File: src/rtl/mem_stage.sv
// MEM pipeline stage: EX/MEM register, data-memory drive, MEM/WB register,
// forwarding/hazard outputs and retired LOAD/STORE counters.
module mem_stage #(
    parameter int DW = 16,
    parameter int AW = 8,
    parameter int RW = 3
) (
    input  logic          clk,
    input  logic          rst,
    input  logic          stall,
    input  logic          ex_valid,
    input  logic [1:0]    ex_op,
    input  logic [RW-1:0] ex_rd,
    input  logic [DW-1:0] ex_result,
    input  logic [DW-1:0] ex_sdata,
    output logic [AW-1:0] dm_addr,
    output logic [DW-1:0] dm_wdata,
    output logic          dm_we,
    input  logic [DW-1:0] dm_rdata,
    output logic          fwd_valid,
    output logic [RW-1:0] fwd_rd,
    output logic [DW-1:0] fwd_data,
    output logic          load_use,
    output logic          wb_valid,
    output logic [RW-1:0] wb_rd,
    output logic [DW-1:0] wb_data,
    output logic [15:0]   load_cnt,
    output logic [15:0]   store_cnt
);

    localparam logic [1:0] OP_NOP   = 2'b00;
    localparam logic [1:0] OP_ALU   = 2'b01;
    localparam logic [1:0] OP_LOAD  = 2'b10;
    localparam logic [1:0] OP_STORE = 2'b11;

    logic          mem_valid_reg;
    logic [1:0]    mem_op_reg;
    logic [RW-1:0] mem_rd_reg;
    logic [DW-1:0] mem_result_reg;
    logic [DW-1:0] mem_sdata_reg;
    logic          store_done_reg;
    logic          wb_valid_reg;
    logic [RW-1:0] wb_rd_reg;
    logic [DW-1:0] wb_data_reg;

    logic          advance;
    logic          is_load;
    logic          is_store;
    logic          writes_reg;
    logic [DW-1:0] result_mux;
    logic [1:0]    cnt_hit;

    always_comb begin
        advance    = !stall;
        is_load    = mem_valid_reg && (mem_op_reg == OP_LOAD);
        is_store   = mem_valid_reg && (mem_op_reg == OP_STORE);
        writes_reg = mem_valid_reg && ((mem_op_reg == OP_ALU) || (mem_op_reg == OP_LOAD));
        result_mux = (mem_op_reg == OP_LOAD) ? dm_rdata : mem_result_reg;
        cnt_hit    = {is_store, is_load};
    end

    // Address and write data are forced to zero for an empty slot so the bus stays quiet.
    assign dm_addr   = mem_valid_reg ? mem_result_reg[AW-1:0] : '0;
    assign dm_wdata  = mem_valid_reg ? mem_sdata_reg : '0;
    assign dm_we     = is_store && !store_done_reg;
    assign fwd_valid = writes_reg;
    assign fwd_rd    = mem_rd_reg;
    assign fwd_data  = result_mux;
    assign load_use  = is_load;
    assign wb_valid  = wb_valid_reg;
    assign wb_rd     = wb_rd_reg;
    assign wb_data   = wb_data_reg;

    always_ff @(posedge clk or negedge rst) begin
        if (!rst) begin
            mem_valid_reg  <= 1'b0;
            mem_op_reg     <= OP_NOP;
            mem_rd_reg     <= '0;
            mem_result_reg <= '0;
            mem_sdata_reg  <= '0;
        end else if (advance) begin
            mem_valid_reg  <= ex_valid && (ex_op != OP_NOP);
            mem_op_reg     <= ex_op;
            mem_rd_reg     <= ex_rd;
            mem_result_reg <= ex_result;
            mem_sdata_reg  <= ex_sdata;
        end
    end

    // A stalled store writes on its first cycle only; the flag clears when the entry moves on.
    always_ff @(posedge clk or negedge rst) begin
        if (!rst) begin
            store_done_reg <= 1'b0;
        end else if (advance) begin
            store_done_reg <= 1'b0;
        end else if (dm_we) begin
            store_done_reg <= 1'b1;
        end
    end

    always_ff @(posedge clk or negedge rst) begin
        if (!rst) begin
            wb_valid_reg <= 1'b0;
            wb_rd_reg    <= '0;
            wb_data_reg  <= '0;
        end else if (advance) begin
            wb_valid_reg <= writes_reg;
            wb_rd_reg    <= mem_rd_reg;
            wb_data_reg  <= result_mux;
        end
    end

    // Index 0 counts loads, index 1 counts stores; both wrap naturally at 16 bits.
    for (genvar gi = 0; gi < 2; gi++) begin : g_cnt
        logic [15:0] cnt_reg;
        always_ff @(posedge clk or negedge rst) begin
            if (!rst) begin
                cnt_reg <= '0;
            end else if (advance && cnt_hit[gi]) begin
                cnt_reg <= cnt_reg + 16'd1;
            end
        end
    end

    assign load_cnt  = g_cnt[0].cnt_reg;
    assign store_cnt = g_cnt[1].cnt_reg;

endmodule

File: config.mk
export PLATFORM = sky130hd
export DESIGN_NAME = mem_stage
export DESIGN_NICKNAME = d
export VERILOG_FILES = /design/src/rtl/mem_stage.sv
export SDC_FILE = /design/constraint.sdc
export NUM_CORES = 1
export LEC_CHECK = 0
export BUFFER_PORTS_ARGS = -buffer_cell sky130_fd_sc_hd__buf_4
export CAP_MARGIN = 20
export CORE_MARGIN = 4
export CORE_UTILIZATION = 44
export DETAILED_ROUTE_END_ITERATION = 8
export HOLD_SLACK_MARGIN = 0.03
export PLACE_DENSITY = 0.81
export RECOVER_POWER = 100
export SLEW_MARGIN = 20
export SYNTH_ARGS = -nofsm -noshare
export SYNTH_HDL_FRONTEND = slang
export SYNTH_SLANG_ARGS = --single-unit
File: constraint.sdc
create_clock -name clk -period 1.9 [get_ports clk]
set_clock_uncertainty 0.2 [all_clocks]
set_input_delay 0.57 -clock clk [delete_from_list [all_inputs] [get_ports clk]]
set_output_delay 0.57 -clock clk [all_outputs]
set_load 0.005 [all_outputs]
# Word-level counts from Yosys, hierarchy flattened
# Cells that the tools add are included.
totals:
  register_bits: 91
  wordCells: 33
  input_bits: 57
  out_inout_bits: 98
classes:
  add_sub_neg: 2
  eq_ne: 4
  n_reduce_logical: 11
  muxes: 5
ops:
  columns: ["operator", "count"]
  rows:
  - ["$add A16 B1 Y16 const B", 2]
  - ["$mux W16", 2]
  - ["$mux W8", 1]
  - ["$logic_and A1 B1 Y1", 7]
  - ["$eq A2 B2 Y1 const B", 2]
  - ["$eq A2 B1 Y1 const B", 1]
  - ["$logic_not A1 Y1", 2]
  - ["$mux W1", 2]
  - ["$ne A2 B1 Y1 const B", 1]
  - ["$reduce_bool A2 Y1", 1]
  - ["$logic_or A1 B1 Y1", 1]

# Depth between registers and ports, before layout
logic_depth:
  ltp_word: 5
  ltp_mapped: 7
  mapped_depth_nobuf: 6

# Worst setup path after synthesis
# OpenSTA, ideal clock, no wires.
synth_timing:
  kind: "register -> output"
  from: "reg mem_op_reg[0]"
  to: "out fwd_data[10]"
  path_buffers: 2
  setup_slack_ns: -0.215
  required_ns: 1.130
  arrival_time_ns: 1.345
  stages_incl_launch_ff: 6
  cell_sequence: "dfrtp_1 > inv_1 > ha_1 > buf_2 > buf_2 > mux2_2"
synth_between:
  elab_chain_len: 2
synth_rtl:
  columns: ["item", "line", "text"]
  rows:
  - ["start, declared", "37", "logic [1:0] mem_op_reg;"]
  - ["start signal, assigned", "83", "mem_op_reg <= ex_op;"]
  - ["$eq A2 B2 Y1", "58", "result_mux = (mem_op_reg == OP_LOAD) ? dm_rdata : mem_result_reg;"]
  - ["$mux W16", "58", null]
  - ["end, declared", "22", "output logic [DW-1:0] fwd_data,"]
# Every way passes these cells.

# Final worst setup path
layout_timing:
  from: "reg mem_op_reg[0]"
  to: "out fwd_data[4]"
# Same word-level chain as after synthesis.

==> reports/qor.txt <==
WHS: 238.7 ps
clk_lat worst skew: 350 ps
nets@finish: 552
r2r endpoint: load_cnt[8]
total global routing overflow: 0
die width: 103.5 µm
Finished Cell Area: 0.006291 mm²
row cnt: 34
max-slew violations: 0
wire per inst: 18.06 µm
PwrDens: 812.4 mW/mm²
CP startpoint: mem_op_reg[0]
R2R depth: 11
Ports: 155
clk slew on worst S/H paths: 100 ps
die area: 0.01072 mm²
HP Class: in2reg
Initial Util: 45.61%
Final TNS setup: -13860 ps
gr usage total: 20.48%
global-route wire length before repair: 17.57 mm
Tightest Pin Transition: 485.0 ps
FMAX: 425.6 MHz
vias in the first global route: 3423
# DRC: 0
# Max-Cap Violations: 0
peak supply drop: 0.0004982 V
Final setup viols: 81
initial DRC count: 72
GP Congestion: 0.8087
Yosys warning total: 0
leakage power of the design: 3.101 nW
Worst Path Required: 1130 ps
crit end category: output port
TritonCTS buffer count: 9
Syn Area/Cell: 13.39 µm²
clk sinks: 91
HPWL after DPL: 7.422 mm
synthesized flop and latch total: 91
Setup crit end: fwd_data[4]
fin crit share: 123.7%
largest net degree at the start of global routing: 87
Unique masters post-synth: 26
fin worst setup slack: -449.6 ps
reg2reg start: mem_op_reg[0]
cells along the critical path: inv_2 -> ha_4 -> buf_12 -> mux2_4 -> buf_6
most frequent cells in the layout: buf_4 (118), dfrtp_1 (90), mux2_2 (57)
area delta synth->final: 56.64%
DR vias/cell: 5.094
top-area cell type share of the netlist area: 56.70%
Clock Tree Buf Depth: 2
Tmin final: 2350 ps
WL final: 10.91 mm
Antenna Nets Post-Route: 0
Worst R2R Setup Slack: -230 ps
Synth area leaders: dfrtp_1 (57%), mux2_2 (21%), xnor2_1 (4.1%), and2_1 (4.0%), xor2_1 (2.4%)
final hold vios: 0
first drt pass iteration count: 4
CP max stage delay: 390 ps
CTS tree: done
I/O Buffers: 154
ANT cells: 0
commonest non-fill, non-tap cell in the layout: buf_4
H-tree levels: 3
CP max stage cell: dfrtp_1
Cells after Synth: 300
initial antenna violation count: 0
Pwr Total: 5.111 mW
Seq/Total Area, Yosys: 56.70%
CP Max Fanout: 7
root buf cell: clkbuf_8
core area: 0.008806 mm²
Placed Area: 0.005487 mm²
RSZ-0062 raised after global routing: true
Mapped Area: 0.004016 mm²
Die H: 103.5 µm
area leader, netlist: dfrtp_1
layout cells sized above 1: 65.32%
total number of vias: 3077
Worst setup SP type: register
Clock power frac: 28.7%
Post-Syn Nets: 361
Max-Slew Margin vs Limit: 67.67%
Comb pwr share: 25.2%
Switch Pwr: 1.339 mW
internal power: 3.771 mW
Crit path arrival time: 1580 ps
status: finished with violations
sw frac: 26.20%
power share of the sequential group: 46.1%
failing checks: setup timing
CP Class: reg2out
-- synth_stat cells --
cell type and number:
nor2b_1 2, and2_1 26, dfrtp_1 91, or2_2 2, nor3_2 1, nand2_1 16, o21ai_0 2, buf_1 1
a21oi_1 1, nor4_4 1, nor3_1 3, and4_1 2, nand3_1 9, nand3b_4 2, nor4_2 2, xnor2_1 19
buf_2 8, nand4b_1 1, mux2_2 74, clkbuf_1 3, ha_1 4, inv_1 2, xor2_1 11, and3_2 1
nor2_1 9, nand4_1 7
-- cells by family after synthesis --
group           synth area share, %
fa+ha+maj                     1.246
simple gates                  12.83
compound gates               0.3737
buf+inv                       1.558
xor+xnor                      6.542
flops                         56.70
mux                           20.75
-- power groups by stage --
stage	Clock, mW	Combinational [mW]	Sequential [mW]
global placement	0	1.02	2.36
finish	1.47	1.29	2.36
floorplan	0	0.432	2.34
detailed placement	0	1.05	2.38
CTS	1.50	1.31	2.35
global route	1.60	1.38	2.39
-- how the worst min path moves through the flow --
| stage | from | end | slack [ps] | cells after the start |
|---|---|---|---|---|
| global placement | rst | wb_data[3] | 190 | 1 |
| detailed placement | rst | wb_data[3] | 190 | 1 |
| floorplan | rst | fwd_rd[0] | 70 | 0 |
| CTS | ex_result[14] | mem_result_reg[14] | 230 | 2 |
| global route | ex_result[14] | mem_result_reg[14] | 220 | 2 |
| finish | ex_result[14] | mem_result_reg[14] | 240 | 2 |
-- final cells by class --
class                           count  area [µm²]
Clock buffer                       10       137.6
Clock inverter                      6       88.84
Fill cell                         618        2515
Inverter                            2       7.507
Multi-Input combinational cell    195        1939
Sequential cell                    91        2278
Tap cell                          108       135.1
Timing Repair Buffer              192        1704
-- repair_timing --
action                     CTS  global route
hold endpoints to repair     5             0
cloned                       4             0
resized for setup           98            24
pin swaps                    8            11
setup endpoints to repair   53            65
hold buffers                 1             0
buffers inserted            11             7
-- per-layer routing --
layer	part of all wire [%]	global-route usage, %
met1	38	22.73
met2	53	36.78
met3	5.7	5.410
met4	3.1	9.212
met5	0	0
-- worst max-delay path: cells and delay by family (launching register included) --
kind	cells	cell delay [ps]
adders and majority gates	1	180
buffers and inverters	3	340
DFF	1	390
muxes	1	320
-- stage by stage --
stage	util, %	worst slack (ps)	std cells
3_5_place_dp	62.30	-182.5	570
5_1_grt	71.44	-522.6	604
2_1_floorplan	-	-36.33	300
6_report	71.44	-449.6	604
4_1_cts	71.16	-464.6	601
3_3_place_gp	62.30	-163.6	570
Power figures use the tool's default switching activity.
